$ cat config.mk
export PLATFORM = sky130hd
export DESIGN_NAME = mealy_fsm_table
export DESIGN_NICKNAME = d
export VERILOG_FILES = /design/src/rtl/mealy_fsm_pkg.sv /design/src/rtl/mealy_fsm_table_mem.sv /design/src/rtl/mealy_fsm_table.sv
export SDC_FILE = /design/constraint.sdc
export NUM_CORES = 1
export LEC_CHECK = 0
export CORE_UTILIZATION = 57
export DETAILED_ROUTE_END_ITERATION = 10
export PLACE_DENSITY = 0.86
export REMOVE_ABC_BUFFERS = 1
export SLEW_MARGIN = 5
export SYNTH_ARGS = -nofsm -noshare
export SYNTH_HDL_FRONTEND = slang
export SYNTH_SLANG_ARGS = --single-unit
$ cat constraint.sdc
create_clock -name clk -period 2.47 [get_ports clk]
set_input_delay 0.741 -clock clk [delete_from_list [all_inputs] [get_ports clk]]
set_output_delay 0.741 -clock clk [all_outputs]
set_load 0.02 [all_outputs]
$ cat src/rtl/mealy_fsm_pkg.sv
// Shared types, reset table and helpers for the table-driven Mealy sequencer.
// The reset table only applies at the default widths (2-bit state, 1-bit input, 3-bit output).
package mealy_fsm_pkg;

  localparam int DEF_NSTATE_W = 2;
  localparam int DEF_IN_W     = 1;
  localparam int DEF_OUT_W    = 3;
  localparam int DEF_DEPTH    = 8;

  typedef enum logic [1:0] {
    S_A = 2'd0,
    S_B = 2'd1,
    S_C = 2'd2,
    S_D = 2'd3
  } state_e;

  typedef struct packed {
    logic [1:0] next_state;
    logic [2:0] out;
  } entry_t;

  // Indexed by {state,in}
  localparam entry_t DEFAULT_TABLE [DEF_DEPTH] = '{
    '{S_B, 3'b111},
    '{S_C, 3'b101},
    '{S_D, 3'b001},
    '{S_A, 3'b011},
    '{S_B, 3'b000},
    '{S_D, 3'b100},
    '{S_D, 3'b110},
    '{S_D, 3'b110}
  };

  function automatic int unsigned idx(input int unsigned st, input int unsigned sym,
                                      input int unsigned in_w);
    return (st << in_w) | sym;
  endfunction

endpackage

$ cat src/rtl/mealy_fsm_table_mem.sv
// Flop-based transition/output table: async reset to the power-on contents,
// one write port and one combinational read port (reads see pre-write contents).
module mealy_fsm_table_mem
  import mealy_fsm_pkg::*;
#(
  parameter int NSTATE_W    = 2,
  parameter int IN_W        = 1,
  parameter int OUT_W       = 3,
  parameter int RESET_STATE = 0
) (
  input  logic                       clk,
  input  logic                       reset_n,
  input  logic                       i_we,
  input  logic [NSTATE_W+IN_W-1:0]   i_waddr,
  input  logic [NSTATE_W+OUT_W-1:0]  i_wdata,
  input  logic [NSTATE_W+IN_W-1:0]   i_raddr,
  output logic [NSTATE_W+OUT_W-1:0]  o_rdata
);

  localparam int AW    = NSTATE_W + IN_W;
  localparam int ENT_W = NSTATE_W + OUT_W;
  localparam int DEPTH = 2 ** AW;
  localparam bit USE_DEF = (NSTATE_W == DEF_NSTATE_W) && (IN_W == DEF_IN_W) &&
                           (OUT_W == DEF_OUT_W);

  logic [ENT_W-1:0] w_init  [DEPTH];
  logic [ENT_W-1:0] r_table [DEPTH];

  for (genvar g = 0; g < DEPTH; g++) begin : g_init
    if (USE_DEF) begin : g_def
      assign w_init[g] = DEFAULT_TABLE[g];
    end else begin : g_blank
      assign w_init[g] = {NSTATE_W'(RESET_STATE), {OUT_W{1'b0}}};
    end
  end

  always_ff @(posedge clk or negedge reset_n) begin
    if (!reset_n) begin
      for (int i = 0; i < DEPTH; i++) r_table[i] <= w_init[i];
    end else if (i_we) begin
      r_table[i_waddr] <= i_wdata;
    end
  end

  assign o_rdata = r_table[i_raddr];

endmodule

$ cat src/rtl/mealy_fsm_table.sv
// Table-driven Mealy sequencer: state register, optional registered output,
// saturating step counter and absorbing-state (stuck) detection.
module mealy_fsm_table
  import mealy_fsm_pkg::*;
#(
  parameter int NSTATE_W    = 2,
  parameter int IN_W        = 1,
  parameter int OUT_W       = 3,
  parameter int RESET_STATE = 0,
  parameter int REG_OUT     = 0,
  parameter int HOLD_LIMIT  = 4,
  parameter int CNT_W       = 8
) (
  input  logic                       clk,
  input  logic                       reset_n,
  input  logic                       clr,
  input  logic                       en,
  input  logic [IN_W-1:0]            in,
  output logic [OUT_W-1:0]           out,
  output logic                       out_valid,
  output logic [NSTATE_W-1:0]        state,
  input  logic                       cfg_we,
  input  logic [NSTATE_W+IN_W-1:0]   cfg_addr,
  input  logic [NSTATE_W+OUT_W-1:0]  cfg_data,
  output logic                       stuck,
  output logic [CNT_W-1:0]           step_cnt
);

  localparam int AW    = NSTATE_W + IN_W;
  localparam int ENT_W = NSTATE_W + OUT_W;
  localparam logic [NSTATE_W-1:0] RST_ST    = NSTATE_W'(RESET_STATE);
  localparam logic [7:0]          HOLD_LIM8 = 8'(HOLD_LIMIT);

  logic [NSTATE_W-1:0] r_state, w_state_nxt;
  logic [CNT_W-1:0]    r_step_cnt, w_cnt_nxt;
  logic [7:0]          r_loop_cnt, w_loop_nxt;
  logic                r_stuck, w_stuck_nxt;

  logic [AW-1:0]       w_raddr;
  logic [ENT_W-1:0]    w_entry;
  logic [NSTATE_W-1:0] w_next;
  logic [OUT_W-1:0]    w_eout;
  logic                w_step;

  assign w_raddr = AW'(idx(32'(r_state), 32'(in), IN_W));
  assign w_next  = w_entry[ENT_W-1:OUT_W];
  assign w_eout  = w_entry[OUT_W-1:0];
  assign w_step  = en & ~clr;

  mealy_fsm_table_mem #(
    .NSTATE_W    (NSTATE_W),
    .IN_W        (IN_W),
    .OUT_W       (OUT_W),
    .RESET_STATE (RESET_STATE)
  ) u_mem (
    .clk     (clk),
    .reset_n (reset_n),
    .i_we    (cfg_we),
    .i_waddr (cfg_addr),
    .i_wdata (cfg_data),
    .i_raddr (w_raddr),
    .o_rdata (w_entry)
  );

  always_ff @(posedge clk or negedge reset_n) begin
    if (!reset_n) begin
      r_state    <= RST_ST;
      r_step_cnt <= '0;
      r_loop_cnt <= '0;
      r_stuck    <= 1'b0;
    end else begin
      r_state    <= w_state_nxt;
      r_step_cnt <= w_cnt_nxt;
      r_loop_cnt <= w_loop_nxt;
      r_stuck    <= w_stuck_nxt;
    end
  end

  // clr outranks a step; stuck is derived from the post-step self-loop count
  always_comb begin
    w_state_nxt = r_state;
    w_cnt_nxt   = r_step_cnt;
    w_loop_nxt  = r_loop_cnt;
    w_stuck_nxt = r_stuck;
    if (clr) begin
      w_state_nxt = RST_ST;
      w_cnt_nxt   = '0;
      w_loop_nxt  = '0;
      w_stuck_nxt = 1'b0;
    end else if (en) begin
      w_state_nxt = w_next;
      if (!(&r_step_cnt)) w_cnt_nxt = r_step_cnt + CNT_W'(1);
      if (w_next == r_state) begin
        if (r_loop_cnt != 8'hFF) w_loop_nxt = r_loop_cnt + 8'd1;
      end else begin
        w_loop_nxt = '0;
      end
      w_stuck_nxt = (w_loop_nxt >= HOLD_LIM8);
    end
  end

  if (REG_OUT != 0) begin : g_reg_out
    logic [OUT_W-1:0] r_out;
    logic             r_out_valid;

    always_ff @(posedge clk or negedge reset_n) begin
      if (!reset_n) begin
        r_out       <= '0;
        r_out_valid <= 1'b0;
      end else if (clr) begin
        r_out       <= '0;
        r_out_valid <= 1'b0;
      end else if (w_step) begin
        r_out       <= w_eout;
        r_out_valid <= 1'b1;
      end else begin
        r_out_valid <= 1'b0;
      end
    end

    assign out       = r_out;
    assign out_valid = r_out_valid;
  end else begin : g_comb_out
    assign out       = w_eout;
    assign out_valid = w_step;
  end

  assign state    = r_state;
  assign stuck    = r_stuck;
  assign step_cnt = r_step_cnt;

endmodule
Yosys cells after proc, flatten, opt, wreduce, memory -nomap -nowiden --
Index checks and enable logic that the tools add are counted.
Operators by class: $add $sub $neg 2, $mul 0, div/mod/pow operators 0, $lt $le $gt $ge 4, eq/ne operators 3, shift-type cells 0, muxes and demuxes 19, bitwise operators 5, reductions and logical operators 4
Operators by type and width (number):
- 2-to-1 mux 8 bit | 9
- bitwise mux 40 bit | 1
- adder 8 x 1 -> 8 bit (second input constant) | 2
- binary-select mux 5 bit (select 3 bit) | 1
- demux 5 bit (select 3 bit) | 1
- 2-to-1 mux 5 bit | 3
- greater-or-equal comparator 4 bit (second input constant) | 2
- greater-or-equal comparator 8 x 3 -> 1 bit (second input constant) | 1
- != test 8 bit (second input constant) | 1
- inverter 3 -> 4 bit | 2
- AND reduction 8 bit | 1
- < comparator 4 x 1 -> 1 bit (second input constant) | 1
- 2-to-1 mux 2 bit | 2
- bitwise OR 3 x 1 -> 3 bit | 1
- equality test 2 bit | 1
- 2-to-1 mux 1 bit | 2
- != test 2 bit (second input constant) | 1
- AND reduction 2 bit | 1
- nonzero test 2 bit | 1
- bitwise AND 1 bit | 1
- logical AND 1 bit | 1
- inverter 1 bit | 1
Storage, ports and cells: flip-flop bits (word level) 59, bits in latches 0, RAM bits 0, bits in read-only memories 0, bits of input ports 14, output and inout bits 15, logic and storage cells 49, memories 0

Depth between registers and ports, before layout --
Gate-level depths: netlist (run 1).
depth after elaboration 12, gate-level depth with buffers 6, depth with buffers taken out 5

Modules after synthesis --
Synthesis (run 1) repeated with hierarchy kept, for this count alone.
Unflattened totals: cell total of the unflattened synthesis 222, area, all modules 3093.0 um^2
Modules (own cells, without submodules):
- mealy_fsm_table_mem | instances 1, cells an instance 106, area an instance 1914.3 um^2, seq. area each 1031.0 um^2
- mealy_fsm_table | instances 1, cells an instance 116, area an instance 1178.6 um^2, seq. area each 475.5 um^2

Worst setup path after synthesis (run 1) --
No wires, ideal clock.
path kind input -> output, start input in, end output out[0], arrival 1.735 ns, required time 1.729 ns, slack -0.006 ns, stages on the path 3, path buffers 1, path through buf_6 mux4_1 mux2_2
Between the ends: cells in the longest elaborated chain, start to end 5
Ends and longest elaborated chain:
- from (decl) | RTL line mealy_fsm_table.sv:18 | input logic [IN_W-1:0] in,
- bitwise OR 3 x 1 -> 3 bit | RTL line mealy_fsm_pkg.sv:36 | return (st << in_w) | sym;
- inverter 3 -> 4 bit (not written as such) | RTL line mealy_fsm_table_mem.sv:45 | assign o_rdata = r_table[i_raddr];
- binary-select mux 5 bit (select 3 bit) | RTL line mealy_fsm_table_mem.sv:45
- 2-to-1 mux 5 bit (not written as such) (2 in series) | RTL line mealy_fsm_table_mem.sv:45
- to (decl) | RTL line mealy_fsm_table.sv:19 | output logic [OUT_W-1:0] out,
No other way between the ends. The select of a mux whose other input is x is not followed.

Worst setup path in the final report (run 1) --
start input in, end output out[2]
Same word-level chain as after synthesis.

==> summary.txt, run 1 <==
Mean Syn Cell Area: 13.09 µm²
WP data arrival: 1.76 ns
TritonCTS sink count: 59
Max Fclk: 399.8 MHz
Synth Instances: 238
Final core utilization: 73.58%
DR WL/cell: 18.19 µm
CP max FO: 7
Post-Route WL: 6620 µm
Num CTS Buffers: 9
First-pass DRT Iterations: 4
Largest net degree at the start of global routing: 37
DRC violations left: 0
FFs w/ async S/R, synth: 100.0%
Post-route worst setup slack: -0.03097 ns
Final GP Congestion: 0.8756
DP Wirelength: 4661 µm
Placed Area: 3601 µm²
CTS Buffer Depth: 2
Cell area after layout: 3806 µm²
Setup Viol. Count Final: 3
DR vias/cell: 6.107
Yosys top cell by area: dfrtp_1
Clock Latency Late Sink: 0.33 ns
Worst Tran Pin Value: 0.5766 ns
ANT cells: 0
CTS Root Cell: clkbuf_8
Pwr per Cell Area: 724.0 nW/µm²
Number of synthesized flops with an enable pin: 0
Yosys cell types: 48
Post-synth top cells: 43 x mux2_2, 35 x dfrtp_1, 24 x dfstp_2
Die Footprint: 5765 µm²
Setup CP Type: primary input to output port
CTS tree: yes
Pint: 2.034 mW
Final slew viol count: 0
Crit path launch type: primary input
Total number of vias: 2,223
Failing checks: negative setup slack
FP Rows: 26
Switching Fraction: 26.19%
I/O pin count: 29
Sequential share of power: 46.9%
Vias in the first global route: 2,316
Clk pwr share: 31.1%
Placement Setup Slack: -1.030 ns
Data required, critical path: 1.73 ns
Fill cells: 332
Non-filler cells, final: 364
Outcome: finished, violations left
Critical Path Max Stage Delay: 0.50 ns
DIE WIDTH: 75.93 µm
Top-count cell post-synth: mux2_2
Number of I/O port buffers: 28
Post-cts hold buffer count: 0
Main synth FF type: dfrtp_1
MaxCap Viol Count: 0
Core box area: 5172 µm²
Slew headroom: 61.56%
Layout cells sized above 1: 43.20%
Initial antenna violation count: 0
Hold Path Class: primary input to asynchronous set/reset pin
Hold Vio Cnt, Final: 0
Fin nets: 305
DRT iter0 DRCs: 126
Clk_skew: 0.008147 ns
RSZ-0062 raised after global routing: yes
Grt total ovfl: 0
Comb pwr share: 22.0%
Initial Util: 60.23%
Global-route wire length before repair: 11,360 µm
CTS clk-pin slew, worst paths: 0.07 ns
Crit. End Element: output port
Lkg Pwr: 1.522 nW
Final worst path period share: 101.3%
H-Tree Depth: 3
Sw power: 0.7216 mW
Slowest-stage cell, CP: mux4_2
Share of the synthesized area in the top cell type: 28.11%
Area added between synthesis and finish: 22.17%
Gr usage total: 25.75%
Cell Area, Synth: 3115 µm²
Tmin final: 2.501 ns
Yosys Warn Count: 0
Inst Count DP: 348
Register area share after synthesis: 48.35%
Synth Register Bits: 59
Die H: 75.93 µm
CP cell instances: buf_12 > mux4_2 > mux2_4 > buf_6
Area contributors post-synth: dfrtp_1 28%, dfstp_2 20%, mux2_2 16%, mux4_2 4.3%, mux4_1 4.2%
VDD IR max: 0.0005694 V
Post-route ant nets: 0
## layout by cell type (no fill, tap or decap), drive strengths merged, types with 4 or more instances in the layout
master and n:
nand4 5, mux4 11, a21oi 7, mux2 45, nand3b 4, xor2 5
dfrtp 35, clkdlybuf4s50 22, nand4b 4, inv 9, clkbuf 14, dfstp 24
a31oi 5, nor2 8, buf 27, mux2i 6, nand2 9, o31ai 5
o21ai 8, nand3 6
## power by group through the flow
stage,clock network [mW],registers [mW],logic (mW)
2_1_floorplan,0,1.27,0.378
3_3_place_gp,0,1.29,0.558
3_5_place_dp,0,1.30,0.582
4_1_cts,0.881,1.29,0.608
5_1_grt,0.913,1.31,0.654
6_report,0.858,1.29,0.607
## through the flow
step / setup TNS [ns] / hold slack [ns] / power [mW]
after global routing: -0.1863 / 0.4311 / 2.879
final: -0.08267 / 0.3989 / 2.756
after floorplan: 0 / 0.4454 / 1.651
after detailed placement: -6.965 / 0.4947 / 1.884
after global placement: -6.464 / 0.4837 / 1.847
after CTS: -0.3776 / 0.3972 / 2.778
## final timing paths
kind                            slack [ns]                 to              start  cells after the start
worst min register to register        0.51  u_mem.r_table[17]  u_mem.r_table[17]                      1
worst min-delay path                  0.40        step_cnt[6]            reset_n                      1
worst max-delay path                 -0.03             out[2]                 in                      4
min in group clk                      0.51  u_mem.r_table[17]  u_mem.r_table[17]                      1
max in group asynchronous             1.41   u_mem.r_table[4]            reset_n                      2
worst max register to register        0.25      r_loop_cnt[2]           state[0]                      5
## registers in the layout, indices dropped and copies added, names as in the netlist
register       flops
step_cnt           8
state              2
u_mem.r_table     40
stuck              1
r_loop_cnt         8
## final cells by class
class	count	area [µm²]	area share [%]
inverters	9	33.78	0.8876
repair buffers	50	466.7	12.26
well taps	70	87.58	2.301
clock buffers	14	152.6	4.011
clock inverters	2	37.54	0.9862
flip-flops and latches	59	1508	39.61
multi-input cells	160	1520	39.94
## routing by layer
metal / track usage [%] / vias to the layer above / wire, µm / part of all wire (%)
li1: - / 1020 / - / -
met1: 32.22 / 1136 / 2842 / 43
met2: 43.36 / 57 / 3466 / 52
met3: 3.735 / 10 / 217 / 3.3
met4: 13.85 / 0 / 94 / 1.4
met5: 0 / - / 0 / 0
## what timing repair did
item	4_1_cts	5_1_grt
endpoints found under the setup margin	12	4
resized for setup	32	3
setup buffers	1	0
## logic make-up after synthesis
kind of cell / Yosys count / synth area share (%)
DFF: 59 / 48.35
buffers and inverters: 19 / 2.851
xor gates and xnor gates: 5 / 1.406
and+or+nand+nor: 51 / 9.960
AOI/OAI and AO/OA: 40 / 9.639
muxes: 62 / 26.99
adders and majority gates: 2 / 0.8031
## critical path, delay by kind of cell
family / cells / cell delay, ns
muxes: 2 / 0.78
buffers and inverters: 2 / 0.23
Power figures use the tool's default switching activity.
==> inputs of run 2 (changes only) <==
Settings changed: CELL_PAD_IN_SITES_DETAIL_PLACEMENT from default to 1, CELL_PAD_IN_SITES_GLOBAL_PLACEMENT from default to 1, CORE_UTILIZATION 57 to 47.
Clock period 2.47 ns to 2.85 ns, I/O delays scaled along.
==> summary.txt, run 2 (synthesized netlist as in run 1, its figures left out) <==
Outcome: completed
Reg2reg start: state[0]
Setup Viol. Count Final: 0
WP data arrival: 1.91 ns
RSZ-0062 raised after global routing: no
I/O pin count: 29
Tmin final: 2.763 ns
First-pass DRT Iterations: 4
CTS clk-pin slew, worst paths: 0.06 ns
Placement Setup Slack: -0.8888 ns
MaxCap Viol Count: 0
Final slew viol count: 0
Hold Vio Cnt, Final: 0
Initial Util: 48.79%
DP Wirelength: 5467 µm
Lkg Pwr: 1.504 nW
Hold Startpoint: u_mem.r_table[5]
DR vias/cell: 6.082
CP max FO: 7
Die Footprint: 6958 µm²
Slew headroom: 57.19%
Pwr per Cell Area: 630.8 nW/µm²
Post-route ant nets: 0
Final GP Congestion: 0.7804
Total number of vias: 2,226
Area of the multi-input gates: 1516 µm²
Setup CP Type: primary input to output port
Clock Latency Late Sink: 0.35 ns
Total negative slack: 0 ns
Non-filler cells, final: 366
Worst Tran Pin Value: 0.6421 ns
Max Fclk: 361.9 MHz
DRC violations left: 0
H-Tree Depth: 3
Worst Setup SP: in
Fin nets: 300
Core box area: 6386 µm²
Number of I/O port buffers: 28
Area added between synthesis and finish: 20.52%
Largest net degree at the start of global routing: 35
Post-route worst setup slack: 0.08663 ns
DR WL/cell: 21.07 µm
Fill cells: 649
Num CTS Buffers: 9
Biggest register: u_mem.r_table
Inst Count DP: 350
Grt total ovfl: 0
Layout cells sized above 1: 42.56%
Gr usage total: 24.91%
Register Area: 1506 µm²
TritonCTS sink count: 59
Vias in the first global route: 2,518
Data required, critical path: 2.00 ns
DRT iter0 DRCs: 108
Crit. End Element: output port
ANT cells: 0
Most common cell after layout, fill and taps aside: mux2_2
CTS Buffer Depth: 2
Final worst path period share: 96.96%
Global-route wire length before repair: 13,170 µm
Die H: 83.42 µm
Initial antenna violation count: 0
VDD IR max: 0.0004815 V
Post-Route WL: 7712 µm
Hold Path Class: flop to flop
CTS Root Cell: clkbuf_8
Post-cts hold buffer count: 0
Clk_skew: 0.006327 ns
CTS tree: yes
Crit path launch type: primary input
FP Rows: 29
Most frequent cells in the layout: 41 x mux2_2, 35 x dfrtp_1, 24 x dfstp_2
DIE WIDTH: 83.42 µm
Max reg flops: 40
run 2: metrics by stage:
stage               hold WS, ns  power, mW  utilization (%)  area (µm²)
floorplan                0.4704      1.431                -        3060
global placement         0.4813      1.610            55.94        3572
detailed placement       0.4940      1.654            55.94        3572
CTS                      0.5110      2.393            59.03        3770
global route             0.5200      2.483            58.80        3755
finish                   0.5081      2.369            58.80        3755
run 2: worst max-delay path: stages:
cell and delay (ns):
buf_6 0.12, mux4_2 0.50, mux2_4 0.29, buf_6 0.13
run 2: area by class of cell:
| type | instances | area share (%) |
|---|---|---|
| inverter | 9 | 0.8997 |
| tap | 77 | 2.566 |
| timing repair buffer | 45 | 11.16 |
| multi-input combinational | 160 | 40.39 |
| clock inverter | 2 | 0.2666 |
| sequential | 59 | 40.12 |
| clock buffer | 14 | 4.598 |
run 2: final timing paths:
kind                       depth (start not counted)                end  slack [ns]
setup / recovery                                   4             out[2]        0.09
max in group asynchronous                          2  u_mem.r_table[32]        1.64
setup reg to reg                                   5              stuck        0.62
hold reg to reg                                    1   u_mem.r_table[5]        0.51
min in group asynchronous                          1  u_mem.r_table[33]        0.53
hold / removal                                     1   u_mem.r_table[5]        0.51
run 2: metal layers:
layer	wire length (µm)	track usage (%)	up-vias
li1	-	-	1010
met1	3303	30.95	1144
met2	3970	42.32	52
met3	218	4.076	20
met4	219	12.17	0
met5	0	0	-
run 2: power by group:
| group | total [mW] | switching, mW | internal (mW) |
|---|---|---|---|
| clock | 0.709 | 0.324 | 0.385 |
| combinational | 0.533 | 0.231 | 0.302 |
| sequential | 1.13 | 0.0995 | 1.03 |
run 2: what timing repair did:
item / 4_1_cts / 5_1_grt
cloned: 0 / 0
buffers inserted: 1 / 0
endpoints found under the setup margin: 4 / 3
resized for setup: 31 / 0
==> inputs of run 3 (changes only) <==
Settings changed: MAX_ROUTING_LAYER from default to met4, SLEW_MARGIN 5 to default.
==> summary.txt, run 3 (synthesized netlist as in run 1, its figures left out) <==
CTS Buffer Depth: 2
Initial Util: 48.79%
Area added between synthesis and finish: 20.52%
Slowest-stage cell, CP: mux4_2
Die Footprint: 6958 µm²
Slew headroom: 57.11%
First-pass DRT Iterations: 4
CP cell instances: buf_6 > mux4_2 > mux2_4 > buf_6
Grt total ovfl: 0
CP max FO: 7
FP Rows: 29
Hold EP: u_mem.r_table[5]
R2R Path End: stuck
Hold Vio Cnt, Final: 0
Die H: 83.42 µm
Hold Slack: 0.5075 ns
Hold Startpoint: u_mem.r_table[5]
Clk_skew: 0.005354 ns
ANT cells: 0
H-Tree Depth: 3
Buf/Inv on CP: 2
R2R cell count: 5
Max Fclk: 362.4 MHz
MaxCap Viol Count: 0
Hold Path Class: flop to flop
Fill cells: 649
Layout cells sized above 1: 42.56%
Lkg Pwr: 1.504 nW
DP Wirelength: 5467 µm
Clock Latency Late Sink: 0.34 ns
Crit. End Element: output port
Post-route ant nets: 0
WHS Path Cells: 1
Data required, critical path: 2.00 ns
TritonCTS sink count: 59
Post-Route WL: 7714 µm
Crit path launch type: primary input
Gr usage total: 25.64%
R2R Setup Slk: 0.60 ns
Total number of vias: 2,206
Largest net degree at the start of global routing: 35
Pwr per Cell Area: 631.0 nW/µm²
Setup Viol. Count Final: 0
WP data arrival: 1.90 ns
Setup CP Type: primary input to output port
RSZ-0062 raised after global routing: no
Max reg flops: 40
Global-route wire length before repair: 13,180 µm
Biggest register: u_mem.r_table
Number of I/O port buffers: 28
Post-cts hold buffer count: 0
Final Power: 2.369 mW
DIE WIDTH: 83.42 µm
DR WL/cell: 21.08 µm
VDD IR max: 0.0004817 V
DRT iter0 DRCs: 114
DRC violations left: 0
Final worst path period share: 96.82%
Core box area: 6386 µm²
CTS tree: yes
Final GP Congestion: 0.7912
DR vias/cell: 6.027
Final slew viol count: 0
Vias in the first global route: 2,526
Outcome: completed
CP dominant cell by count: buf_6
Initial antenna violation count: 0
Most common cell after layout, fill and taps aside: mux2_2
Fin nets: 300
I/O pin count: 29
CTS clk-pin slew, worst paths: 0.06 ns
Reg2reg start: state[0]
Most frequent cells in the layout: 41 x mux2_2, 35 x dfrtp_1, 24 x dfstp_2
CTS Root Cell: clkbuf_8
Num CTS Buffers: 9
Critical path's top delay family: multiplexers
Critical Path Max Stage Delay: 0.50 ns
Tmin final: 2.759 ns
Worst Tran Pin Value: 0.6434 ns
==> run 3: how the worst max path moves through the flow <==
stage | from | end | slack, ns | cells past startpoint
floorplan | in | out[0] | 0.31 | 2
global placement | in | out[0] | -0.84 | 5
detailed placement | in | out[0] | -0.89 | 5
CTS | in | out[2] | 0.009 | 5
global route | in | out[2] | 0.05 | 4
finish | in | out[2] | 0.09 | 4
==> run 3: where the power goes <==
part	switching, mW	internal [mW]	total (mW)
logic	0.231	0.302	0.533
registers	0.100	1.03	1.13
clock network	0.324	0.385	0.708
==> run 3: repair_timing <==
action | in CTS | in global routing
resized for setup | 31 | 0
buffers inserted | 1 | 0
endpoints found under the setup margin | 4 | 3
hold endpoints to repair | 0 | 0
==> run 3: through the flow <==
| step | utilization [%] | std cells | setup slack, ns | TNS [ns] | area, µm² |
|---|---|---|---|---|---|
| floorplan | - | 228 | 0.3077 | 0 | 3060 |
| global placement | 55.94 | 350 | -0.8440 | -3.526 | 3572 |
| detailed placement | 55.94 | 350 | -0.8888 | -4.498 | 3572 |
| CTS | 59.03 | 367 | 0.008990 | 0 | 3770 |
| global route | 58.80 | 366 | 0.04709 | 0 | 3755 |
| finish | 58.80 | 366 | 0.09075 | 0 | 3755 |
==> run 3: cell type report <==
cell class	count	area, µm²	area share [%]
Clock inverter	2	10.01	0.2666
Tap cell	77	96.34	2.566
Clock buffer	14	172.7	4.598
Sequential cell	59	1506	40.12
Inverter	9	33.78	0.8997
Multi-Input combinational cell	160	1516	40.39
Timing Repair Buffer	45	419.2	11.16
==> run 3: per-layer routing <==
layer	up-vias	wire, µm	track usage, %
met5	-	0	-
met3	21	202	4.076
li1	1009	-	-
met2	46	3949	42.40
met1	1130	3339	30.89
met4	0	223	12.17
